<file path="src/rtl/store_word_bank.sv">
// Addressed word bank: byte-masked writes, per-entry written flags, 1-cycle registered reads,
// and a post-reset clear sequencer. Optional same-address forwarding: STORE_WORD_BANK_BYPASS_EN.
module store_word_bank #(
    parameter int WIDTH  = 16,
    parameter int DEPTH  = 16,
    parameter int ADDR_W = 4
) (
    input  logic                 clk,
    input  logic                 rst,
    input  logic                 write_enable,
    input  logic [ADDR_W-1:0]    write_addr,
    input  logic [WIDTH/8-1:0]   write_mask,
    input  logic [WIDTH-1:0]     data_in,
    input  logic                 read_enable,
    input  logic [ADDR_W-1:0]    read_addr,
    output logic [WIDTH-1:0]     data_out,
    output logic                 output_enable,
    output logic                 read_valid,
    output logic                 busy
);

    localparam int LANES = WIDTH / 8;
    localparam logic [ADDR_W:0]   DEPTH_LIM = (ADDR_W + 1)'(DEPTH);
    localparam logic [ADDR_W-1:0] LAST_IDX  = ADDR_W'(DEPTH - 1);

    generate
        if ((WIDTH % 8) != 0) begin : g_bad_width
            $error("store_word_bank: WIDTH must be a multiple of 8");
        end
        if ((2 ** ADDR_W) < DEPTH) begin : g_bad_addr_w
            $error("store_word_bank: ADDR_W too narrow for DEPTH");
        end
        if ((DEPTH < 2) || (DEPTH > 256)) begin : g_bad_depth
            $error("store_word_bank: DEPTH must be in 2..256");
        end
    endgenerate

    typedef enum logic {
        ST_CLEAR = 1'b0,
        ST_IDLE  = 1'b1
    } state_t;

    state_t              state;
    logic [ADDR_W-1:0]   clear_ptr;
    logic [WIDTH-1:0]    mem [DEPTH];
    logic [DEPTH-1:0]    written;

    logic                wr_ok;
    logic                rd_in_range;
    logic [WIDTH-1:0]    wr_word;
    logic [WIDTH-1:0]    rd_word;
    logic                rd_flag;

    function automatic logic [WIDTH-1:0] merge_lanes(
        input logic [WIDTH-1:0] old_word,
        input logic [WIDTH-1:0] new_word,
        input logic [LANES-1:0] mask
    );
        logic [WIDTH-1:0] res;
        res = old_word;
        for (int i = 0; i < LANES; i++) begin
            if (mask[i]) begin
                res[8*i +: 8] = new_word[8*i +: 8];
            end else begin
                res[8*i +: 8] = old_word[8*i +: 8];
            end
        end
        return res;
    endfunction

    // Address qualification, merged write word and the word/flag a read would capture.
    always_comb begin
        wr_ok       = (state == ST_IDLE) && write_enable && ({1'b0, write_addr} < DEPTH_LIM);
        rd_in_range = ({1'b0, read_addr} < DEPTH_LIM);
        wr_word     = '0;
        rd_word     = '0;
        rd_flag     = 1'b0;
        if (wr_ok) begin
            wr_word = merge_lanes(mem[write_addr], data_in, write_mask);
        end else begin
            wr_word = '0;
        end
        if (rd_in_range) begin
`ifdef STORE_WORD_BANK_BYPASS_EN
            if (wr_ok && (write_addr == read_addr)) begin
                rd_word = wr_word;
                rd_flag = 1'b1;
            end else begin
                rd_word = mem[read_addr];
                rd_flag = written[read_addr];
            end
`else
            rd_word = mem[read_addr];
            rd_flag = written[read_addr];
`endif
        end else begin
            rd_word = '0;
            rd_flag = 1'b0;
        end
    end

    // Storage array: zeroed one entry per cycle while clearing, then written by masked stores.
    always_ff @(posedge clk) begin
        if (rst && (state == ST_CLEAR)) begin
            mem[clear_ptr] <= '0;
        end else if (rst && wr_ok) begin
            mem[write_addr] <= wr_word;
        end
    end

    // Sequencer, written flags and registered read port.
    always_ff @(posedge clk) begin
        if (!rst) begin
            state         <= ST_CLEAR;
            clear_ptr     <= '0;
            busy          <= 1'b1;
            data_out      <= '0;
            output_enable <= 1'b0;
            read_valid    <= 1'b0;
            written       <= '0;
        end else begin
            case (state)
                ST_CLEAR: begin
                    data_out      <= '0;
                    output_enable <= 1'b0;
                    read_valid    <= 1'b0;
                    if (clear_ptr == LAST_IDX) begin
                        state     <= ST_IDLE;
                        busy      <= 1'b0;
                        clear_ptr <= '0;
                    end else begin
                        busy      <= 1'b1;
                        clear_ptr <= clear_ptr + ADDR_W'(1);
                    end
                end
                ST_IDLE: begin
                    busy <= 1'b0;
                    if (wr_ok) begin
                        written[write_addr] <= 1'b1;
                    end
                    // Out-of-range reads still complete, returning zero and an invalid flag.
                    if (read_enable) begin
                        data_out      <= rd_word;
                        read_valid    <= rd_flag;
                        output_enable <= 1'b1;
                    end else begin
                        read_valid    <= 1'b0;
                        output_enable <= 1'b0;
                    end
                end
                default: begin
                    state     <= ST_CLEAR;
                    clear_ptr <= '0;
                    busy      <= 1'b1;
                end
            endcase
        end
    end

endmodule

</file>
<file path="config.mk">
export PLATFORM = sky130hd
export DESIGN_NAME = store_word_bank
export DESIGN_NICKNAME = d
export VERILOG_FILES = /design/src/rtl/store_word_bank.sv
export SDC_FILE = /design/constraint.sdc
export NUM_CORES = 1
export LEC_CHECK = 0
export CORE_MARGIN = 3
export CORE_UTILIZATION = 54
export DETAILED_ROUTE_END_ITERATION = 6
export PLACE_DENSITY = 0.72
export REMOVE_ABC_BUFFERS = 1
export SLEW_MARGIN = 20
export SYNTH_ARGS = -nofsm -noshare
export SYNTH_HDL_FRONTEND = slang
export SYNTH_SLANG_ARGS = --single-unit
</file>
<file path="constraint.sdc">
create_clock -name clk -period 2.2 [get_ports clk]
set_input_delay 0.44 -clock clk [delete_from_list [all_inputs] [get_ports clk]]
set_output_delay 0.44 -clock clk [all_outputs]
set_load 0.03 [all_outputs]
</file>
==> impl_metrics.json <==
{
  "status": "complete, no violations",
  "slew_headroom": 0.474,
  "clockBufferDepth": 3,
  "grtUsageTotal": 0.224,
  "die_y_um": 153,
  "grt_max_degree": 32,
  "ys_warn_count": 0,
  "core_area_um2": 21100,
  "min-delay-start": "written[6]",
  "p_int_uw": 9790,
  "cts_sinks": 296,
  "hp-class": "flip-flop to flip-flop",
  "combPwrFrac": 0.043,
  "sw_frac_of_total": 0.195,
  "setup_slack_ns": 0.127,
  "drive_above_1_share": 0.284,
  "num_rows": 53,
  "ios": 49,
  "power_density_nw_per_um2": 844,
  "critPathBufInv": 1,
  "die_w_um": 153,
  "worstPathCellList": "clkdlybuf4s50_1",
  "yosys.area.top_type": "edfxtp_1",
  "place_inst": 993,
  "areaGrowthSynthToFinish_pct": 23.6,
  "wire_per_inst_um": 24.6,
  "r2r_slack_ns": 0.23,
  "crit_arrival_ns": 1.63,
  "setup-tns-final_ns": 0,
  "start_kind": "flip-flop",
  "wl_um": 25800,
  "rr_worst_depth": 5,
  "synth-edff-count": 256,
  "ctsHoldBuffers": 0,
  "max_freq_ghz": 0.482,
  "drtPass1Iterations": 5,
  "syn_inst": 602,
  "finClkSkew_ns": 0.0149,
  "hold_path_end": "written[6]",
  "crit_family": "buffers and inverters",
  "end_kind": "output port",
  "final_cell_mix": "edfxtp_1, buf_4, mux4_2",
  "layout_commonest_cell": "edfxtp_1",
  "syn-mean-instance-area_um2": 19.3,
  "required_ns": 1.76,
  "clk_pin_slew_worst_paths_ns": 0.06,
  "portBuffers": 48,
  "power_switching_uw": 2360,
  "synth.yosys.seq_area_share": 0.729,
  "grt_pass1_vias": 6574,
  "via_per_inst": 6.00,
  "drc": 0,
  "holdPathStages": 1,
  "cellLeakagePower_uw": 0.00497,
  "final_cell_count_no_fill": 1049,
  "cts_buffers": 30,
  "seq_power_share": 0.502,
  "num_vias": 6290,
  "fill_cells": 1332,
  "setup_viol": 0,
  "rsz0062_at_grt": "no",
  "hold_viol": 0,
  "post-cts-setup-buffers": 0,
  "synth-seq-cells": 296,
  "synth.area.top_cells": "edfxtp_1, mux4_2, dfxtp_1, mux4_1, mux2_2",
  "final_nets": 781,
  "place_area_um2": 13300,
  "stdcell_area_um2": 14400,
  "clk_latency_ns": 0.55,
  "fin_crit_ns": 2.07,
  "dieArea_um2": 23400,
  "diodes": 0,
  "fin_crit_sh": 0.942,
  "tritoncts": "yes",
  "dp_slack_ns": -0.387,
  "crit_type": "flip-flop to output port",
  "drt_iter0_drc": 443,
  "htreeDepth": 1,
  "place_hpwl_um": 17000,
  "place_congestion": 0.848,
  "rr_startpoint": "state",
  "cts_root_buf": "clkbuf_16",
  "overflow": 0,
  "multiInputGateArea_um2": 2980,
  "final_core_util": 0.682,
  "r2r-end": "mem[10][9]",
  "clkPwrFrac": 0.455,
  "netlist_area_um2": 11600,
  "seq_area_um2": 8490,
  "cts-resized-gates": 0,
  "crit_slowest_cell": "clkdlybuf4s50_1",
  "tightest_slew_ns": 0.789,
  "async_flop_share": 0,
  "antenna_found_initial": 1,
  "cap_violations": 0,
  "ys.flop_type": "edfxtp_1",
  "grt_pass1_wl_um": 39700,
  "worstPathMaxFanout": 2,
  "ys_types": 35,
  "ir_drop_uv": 698,
  "synth_top_area_share": 0.661,
  "slew_violations": 0,
  "cpPeakStageDelay_ns": 0.71,
  "antenna_left": 0,
  "start_util": 0.552
}
## cells by family (layout without fill, tap and decap cells)
kind of cell               count (synthesis)  count (layout)  synth area share
AOI/OAI and AO/OA                         62              62            0.0433
xor gates and xnor gates                   1               1          0.000753
adders and majority gates                  1               1           0.00107
buffers and inverters                     34             206            0.0153
DFF                                      296             296             0.729
muxes                                     94              94             0.161
and+or+nand+nor                          114             114            0.0490
## power by group through the flow
stage	clock (uW)	combinational [uW]	sequential, uW
2_1_floorplan	0	234	6210
3_3_place_gp	0	511	6220
3_5_place_dp	0	525	6220
4_1_cts	5590	529	6100
5_1_grt	5820	561	6100
6_report	5520	524	6100
## per-stage QoR
stage	hold slack (ns)	power, uW
final	0.457	12100
after global routing	0.473	12500
after CTS	0.462	12200
after detailed placement	0.448	6750
after global placement	0.442	6730
after floorplan	0.435	6450
## cell type report
class | instances | share of cell area
clock buffers | 36 | 0.0559
multi-input cells | 272 | 0.207
repair buffers | 148 | 0.103
inverters | 2 | 0.000522
clock inverters | 20 | 0.0200
well taps | 275 | 0.0239
flip-flops and latches | 296 | 0.590
## worst max path at each step
stage                       start          end  cells after the start
CTS                   data_out[4]  data_out[4]                      1
finish                data_out[6]  data_out[6]                      1
detailed placement  write_mask[0]   mem[6][12]                      7
global placement    write_mask[0]  mem[10][13]                      7
global route                  rst    mem[5][9]                      6
floorplan           write_mask[0]   mem[3][10]                      4
## synthesized netlist by cell type (2+ instances only)
cell type / count
o211ai_1: 3
nor3_1: 8
inv_1: 2
nand3_1: 2
a21oi_1: 2
mux4_2: 48
nor4_1: 4
o21ai_0: 6
nand4_1: 4
mux4_1: 19
nand2b_1: 16
dfxtp_1: 40
nor2_1: 43
a221o_1: 15
or3_1: 2
a22o_1: 15
mux2_2: 21
nand2_1: 10
a21boi_0: 3
nor2b_1: 3
buf_6: 5
and2_1: 19
edfxtp_1: 256
nand3b_1: 2
buf_2: 7
clkbuf_1: 18
o21a_1: 16
mux2i_1: 6
## registers in the layout (all words and copies together) (netlist names)
register / flops
data_out: 16
output_enable: 1
clear_ptr: 4
mem: 256
busy: 1
state: 1
read_valid: 1
written: 16
## per-layer routing
layer / vias up / share of wire / global-route usage
li1: 2762 / - / -
met1: 3203 / 0.38 / 0.294
met2: 258 / 0.51 / 0.385
met3: 67 / 0.071 / 0.0394
met4: 0 / 0.033 / 0.0734
met5: - / 0 / 0
Power figures use the tool's default switching activity.
